## config.mk

```make
export PLATFORM = sky130hd
export DESIGN_NAME = mcpu_fetch_unit
export DESIGN_NICKNAME = d
export VERILOG_FILES = /design/src/rtl/mcpu_fetch_unit.sv
export SDC_FILE = /design/constraint.sdc
export NUM_CORES = 1
export LEC_CHECK = 0
export ABC_AREA = 1
export CAP_MARGIN = 5
export CELL_PAD_IN_SITES_DETAIL_PLACEMENT = 0
export CELL_PAD_IN_SITES_GLOBAL_PLACEMENT = 1
export CORE_MARGIN = 3
export CORE_UTILIZATION = 31
export CTS_CLUSTER_DIAMETER = 50
export DETAILED_ROUTE_END_ITERATION = 7
export PLACE_DENSITY = 0.78
export SLEW_MARGIN = 20
export SYNTH_ARGS = -nofsm -noshare
export SYNTH_HDL_FRONTEND = slang
export SYNTH_SLANG_ARGS = --single-unit
```

## constraint.sdc

```tcl
create_clock -name clk -period 1.7 [get_ports clk]
set_clock_uncertainty 0.1 [all_clocks]
set_input_delay 0.255 -clock clk [delete_from_list [all_inputs] [get_ports clk]]
set_output_delay 0.255 -clock clk [all_outputs]
set_load 0.01 [all_outputs]
```

## src/rtl/mcpu_fetch_unit.sv

```systemverilog
// Instruction fetch unit: PC register feeding a 2-entry {pc, word} prefetch buffer.
// Branch redirects flush the buffer; halt freezes the PC and lets the buffer drain.
module mcpu_fetch_unit #(
    parameter int unsigned           WORD_SIZE  = 8,
    parameter int unsigned           ADDR_WIDTH = 8,
    parameter logic [ADDR_WIDTH-1:0] RESET_PC   = '0
) (
    input  logic                  clk,
    input  logic                  reset,
    output logic [ADDR_WIDTH-1:0] instraddr,
    input  logic [WORD_SIZE-1:0]  instrrd,
    output logic [WORD_SIZE-1:0]  instr_out,
    output logic [ADDR_WIDTH-1:0] instr_pc,
    output logic                  instr_valid,
    input  logic                  instr_ready,
    input  logic                  branch_en,
    input  logic [ADDR_WIDTH-1:0] branch_addr,
    input  logic                  halt,
    output logic [1:0]            occupancy
);

    logic [ADDR_WIDTH-1:0] pc_q, pc_d;
    logic [WORD_SIZE-1:0]  head_word_q, head_word_d, tail_word_q, tail_word_d;
    logic [ADDR_WIDTH-1:0] head_pc_q, head_pc_d, tail_pc_q, tail_pc_d;
    logic [1:0]            count_q, count_d, count_after_pop;
    logic                  pop, push;

    always_comb begin
        pop  = (count_q != 2'd0) && instr_ready;
        push = !branch_en && !halt && ((count_q != 2'd2) || pop);

        pc_d            = pc_q;
        head_word_d     = head_word_q;
        head_pc_d       = head_pc_q;
        tail_word_d     = tail_word_q;
        tail_pc_d       = tail_pc_q;
        count_after_pop = count_q;

        // Empty slots are kept zeroed so the head reads 0 when the buffer is empty.
        if (pop) begin
            head_word_d     = tail_word_q;
            head_pc_d       = tail_pc_q;
            tail_word_d     = '0;
            tail_pc_d       = '0;
            count_after_pop = count_q - 2'd1;
        end
        count_d = count_after_pop;

        if (branch_en) begin
            head_word_d = '0;
            head_pc_d   = '0;
            tail_word_d = '0;
            tail_pc_d   = '0;
            count_d     = 2'd0;
            pc_d        = branch_addr;
        end else if (push) begin
            if (count_after_pop == 2'd0) begin
                head_word_d = instrrd;
                head_pc_d   = pc_q;
            end else begin
                tail_word_d = instrrd;
                tail_pc_d   = pc_q;
            end
            count_d = count_after_pop + 2'd1;
            pc_d    = pc_q + ADDR_WIDTH'(1);
        end
    end

    always_ff @(posedge clk) begin
        if (reset) begin
            pc_q        <= RESET_PC;
            head_word_q <= '0;
            head_pc_q   <= '0;
            tail_word_q <= '0;
            tail_pc_q   <= '0;
            count_q     <= 2'd0;
        end else begin
            pc_q        <= pc_d;
            head_word_q <= head_word_d;
            head_pc_q   <= head_pc_d;
            tail_word_q <= tail_word_d;
            tail_pc_q   <= tail_pc_d;
            count_q     <= count_d;
        end
    end

    assign instraddr   = pc_q;
    assign instr_out   = head_word_q;
    assign instr_pc    = head_pc_q;
    assign instr_valid = (count_q != 2'd0);
    assign occupancy   = count_q;

endmodule

```

# == Yosys cells after proc, flatten, opt, wreduce, memory -nomap -nowiden ==
# Index checks and enable logic that the tools add are counted.
# Widths: inputs -> output; s select.
# classes
n_eq_ne,1
reduce_logical,10
mux,16
addsub,3
# op_table
operator,n
$mux 8,14
$add 8x1->8 const B,1
$mux 2,2
$reduce_bool 2->1,2
$logic_and 1x1->1,3
$add 2x1->2 const B,1
$logic_not 1->1,2
$logic_not 2->1,1
$ne 2x2->1 const B,1
$reduce_or 2->1,1
$sub 2x1->2 const B,1
$logic_or 1x1->1,1
# word_totals
elab_cells,36
ff_bits,42

# == Logic depth before layout (Yosys ltp) ==
# logic_depth
depth_word,6
ltp_mapped,13
mapped_depth_nobuf,12

# == Worst setup path before layout ==
# No wires, ideal clock.
# synth_path
path_kind,reg2reg
start,register count_q[0] (netlist: occupancy[0])
end,register tail_pc_q[1]
path_buffers,1
path_stages_with_launch,13
setup_time_ns,0.116
required_time_ns,1.484
t_arrival_ns,1.717
setup_slack_ns,-0.233
path_cell_list,dfxtp_1 > inv_1 > ha_1 > inv_2 > nand2_4 > nand2_1 > nand2_4 > ha_1 > inv_1 > nand2_2 > buf_2 > o21ai_0 > nor2_1
# synth_between
elab_chain_cells,6
word_cells_on_any_way,11
classes_between,add/sub (1); eq/ne (1); mux (4); reduce/logical (5)
# synth_rtl
item,line,source
"start, declared",25,"logic [1:0] count_q, count_d, count_after_pop;"
"start signal, assigned",83,count_q <= count_d;
$reduce_bool 2->1 *,--,
net instr_valid,14,"output logic instr_valid,"
$logic_and 1x1->1 *,29,pop = (count_q != 2'd0) && instr_ready;
$mux 2,40,if (pop) begin
$logic_not 2->1,57,if (count_after_pop == 2'd0) begin
$mux 8,57,
$mux 8 *,56,end else if (push) begin
"end signal, assigned",82,tail_pc_q <= tail_pc_d;
"end, declared",24,"logic [ADDR_WIDTH-1:0] head_pc_q, head_pc_d, tail_pc_q, tail_pc_d;"
# The timed path passes the listed nets; every way through them passes the cells marked *.
# A chain may end at the register's enable or synchronous reset.

# == Worst setup path in the final report ==
# layout_path
start,register count_q[1] (netlist: occupancy[1])
end,register tail_pc_q[0]
# layout_between
elab_chain_cells,6
word_cells_on_any_way,11
classes_between,add/sub (1); eq/ne (1); mux (4); reduce/logical (5)
# layout_rtl
item,line
"parallel branches: the longest is 5 deep, another holds $sub 2x1->2",--
$mux 8 *,56
# Every way passes the cells marked *.

==> run metrics <==
core region area=6869 sq um; top area cells in the synthesized netlist=sky130_fd_sc_hd__dfxtp_1 (38%), sky130_fd_sc_hd__nand2_1 (13%), sky130_fd_sc_hd__o21ai_0 (11%), sky130_fd_sc_hd__nor2_1 (11%), sky130_fd_sc_hd__inv_1 (10%); CTS clk-pin slew, worst paths=approximately 0.080 ns; initial antenna violation count=0; sequential share of the synthesized area=0.3790; die area=8207 sq um; start-to-end type of the worst setup path=reg2reg; fraction of layout instances using a drive strength above 1=0.2086; largest net degree at the start of global routing=33; pre-CTS setup slack=-0.2710 ns; capturing element type of the critical path=register; total clock sinks=42; data required time at the worst endpoint=1.80 ns; post-detailed-route count of antenna-violating nets=0; number of enable flip-flop cells after synthesis=0; delay of the slowest cell on the worst path=0.37 ns; measured slew at the worst slew-check pin=0.3020 ns; largest fanout of any net on the critical path=8; number of max-slew violations in the final report=0; Yosys reg bits=between 40 and 50; reg-to-reg endpoint=tail_pc_q[0]; Arrival @ worst endpoint=roughly 1.8 ns; least setup slack across all paths after layout=-0.01422 ns; Yosys cell types=21; reported leakage power=1.419 nW; Overflow after GRT=0; first-pass detailed-route iteration total=4; max_slew headroom=0.7987; number of maximum-capacitance violations=0; min Tclk post-route=1.714 ns; worst path cell trace=inv_4, ha_4, inv_4, nand2_4, nand2_4, nand2_4, ha_4, inv_4, nand2_8, clkbuf_16, o21ai_2, nor2_1; count of nets after finishing=441; worst reg-to-reg setup slack=-0.01 ns; WL per Instance=between 10 and 15 um; clk_lat worst skew=around 0.3 ns; drt via density=4.392; First DRT Iteration DRCs=64; Tcrit/Tclk final=1.008; minimum hold slack=0.4296 ns; Power, Total=2.353 mW; count of buffers from port buffering=47; fraction of the core area covered by cells at the end of the flow=0.4852; violations in the final reports=negative setup slack; global placement routability congestion=0.7562; HPWL after detailed placement=~3700 um; count of H-tree levels built during CTS=2; GRT Overall Usage=0.1343; proportion of netlist area held by the largest area contributor=0.3790; worst flop-to-flop path startpoint=occupancy[1]; final count of negative-setup-slack endpoints=1; synthesized netlist cell count=351; synthesis-to-layout area growth=50.25%; status=finished with violations; quantity of hold-fixing buffers added after cts=0; Main synth FF type=sky130_fd_sc_hd__dfxtp_1; die extent in x=90.60 um; power density relative to cell area=706.0 nW/um^2; cell type of the slowest stage on the worst timing path=sky130_fd_sc_hd__dfxtp_2; net count of the mapped netlist=376; count of endpoints failing hold in the final timing report=0; worst hold-check path type=reg2reg; highest clock frequency the design can meet=between 0.5 and 0.6 GHz; ranking of synthesized cells by instance count=sky130_fd_sc_hd__nand2_1 (77), sky130_fd_sc_hd__nor2_1 (65), sky130_fd_sc_hd__inv_1 (61), sky130_fd_sc_hd__o21ai_0 (50), sky130_fd_sc_hd__dfxtp_1 (42); Worst Setup Start Kind=register; post-route cell area=around 3300 sq um; number of design rule violations left after detail routing=0; total wirelength of the detailed-routed design=5741 um; via count of the routed design=2253; Initial Utilization=0.3230; worst reg-to-reg path cell count=12; clock tree from TritonCTS=done; number of ports placed on the die boundary=48; Avg Cell Area, Syn=6.320 sq um; Synth Cell Area=2218 sq um; end point of the critical path=tail_pc_q[0]; cts bufs inserted=5; most area-hungry cell type in the Yosys netlist=sky130_fd_sc_hd__dfxtp_1; Worst setup startpoint=occupancy[1]; site row count=30; wire length of the first global-routing pass=9156 um; final sum of negative setup slack=-0.01422 ns; IR drop worst, VDD=0.2863 mV; number of warnings printed during yosys synthesis=0; setup repair after global routing missed its margin=yes; vias in the first global route=1945; non-filler cells, final=between 500 and 600; Chip Height=90.60 um; async set-reset flop share out of synthesis=0; # placed instances=roughly 500; master cell of the clock root buffer=sky130_fd_sc_hd__clkbuf_8; number of antenna cells inserted=0; placed instance area=2948 sq um; top-count cell post-synth=sky130_fd_sc_hd__nand2_1; clock tree buffer depth=2
what timing repair did:
item / 4_1_cts / 5_1_grt
setup buffers: 0 / 4
gates cloned: 0 / 3
pin swaps: 0 / 19
endpoints found under the setup margin: 21 / 34
resized for setup: 14 / 71
cells in the final DEF, fill, tap and decap left out, drive strengths merged:
master / Yosys / layout
nand3: 14 / 14
xnor2: 1 / 1
dfxtp: 42 / 42
clkdlybuf4s50: 0 / 45
nand2: 85 / 85
clkbuf: 5 / 9
o21ai: 50 / 50
inv: 64 / 64
nor3: 2 / 2
dlygate4sd2: 0 / 1
dlymetal6s2s: 0 / 1
ha: 4 / 4
o21a: 2 / 2
a21oi: 4 / 4
clkinvlp: 0 / 1
buf: 11 / 25
nor2: 66 / 66
a211oi: 1 / 1
state kept, by name, indices dropped and copies added, names as in the netlist:
signal	flops
instr_out	8
instr_pc	8
instraddr	8
tail_pc_q	8
tail_word_q	8
occupancy	2
area by class of cell:
| class | count | area, sq um |
|---|---|---|
| fillers | 696 | 3536 |
| multi-input cells | 229 | 1210 |
| flip-flops and latches | 42 | 859.6 |
| repair buffers | 74 | 778.2 |
| inverters | 64 | 260.3 |
| well taps | 96 | 120.1 |
| clock buffers | 7 | 97.59 |
| clock inverters | 1 | 7.507 |
worst min-delay path by stage:
stage | cells after the start | from | end | slack, ns
3_5_place_dp | 4 | tail_word_q[5] | tail_word_q[5] | 0.44
6_report | 2 | instraddr[2] | instraddr[2] | 0.43
4_1_cts | 2 | instraddr[2] | instraddr[2] | 0.44
3_3_place_gp | 4 | tail_word_q[2] | tail_word_q[2] | 0.44
2_1_floorplan | 1 | reset | instraddr[0] | 0.22
5_1_grt | 2 | instraddr[2] | instraddr[2] | 0.46
critical path: cells and delay by family, from the launching register on:
kind	cells	cell delay (ns)
simple gates	5	0.34
buf+inv	4	0.35
flops	1	0.37
compound gates	1	0.12
fa+ha+maj	2	0.33
metal layers:
| layer | part of all wire | vias up | GRT usage | routed length [um] |
|---|---|---|---|---|
| li1 | - | 1189 | - | - |
| met1 | 0.48 | 1016 | 0.1772 | 2751 |
| met2 | 0.46 | 42 | 0.2131 | 2666 |
| met3 | 0.048 | 6 | 0.04333 | 274 |
| met4 | 0.0085 | 0 | 0.03061 | 49 |
| met5 | 0 | - | 0 | 0 |
report_power, final:
part | total, mW | leakage (nW) | internal [mW] | switching, mW
Combinational | 0.552 | 1.02 | 0.275 | 0.277
Sequential | 1.06 | 0.345 | 1.02 | 0.0353
Clock | 0.745 | 0.0496 | 0.379 | 0.366
Total | 2.35 | 1.42 | 1.67 | 0.678
kinds of logic after synthesis:
kind of cell    count (synthesis)  synth area share
compound gates                 57            0.1320
simple gates                  167            0.3142
fa+ha+maj                       4           0.02256
buf+inv                        80            0.1483
flops                          42            0.3790
xor+xnor                        1          0.003949
Power figures use the tool's default switching activity.
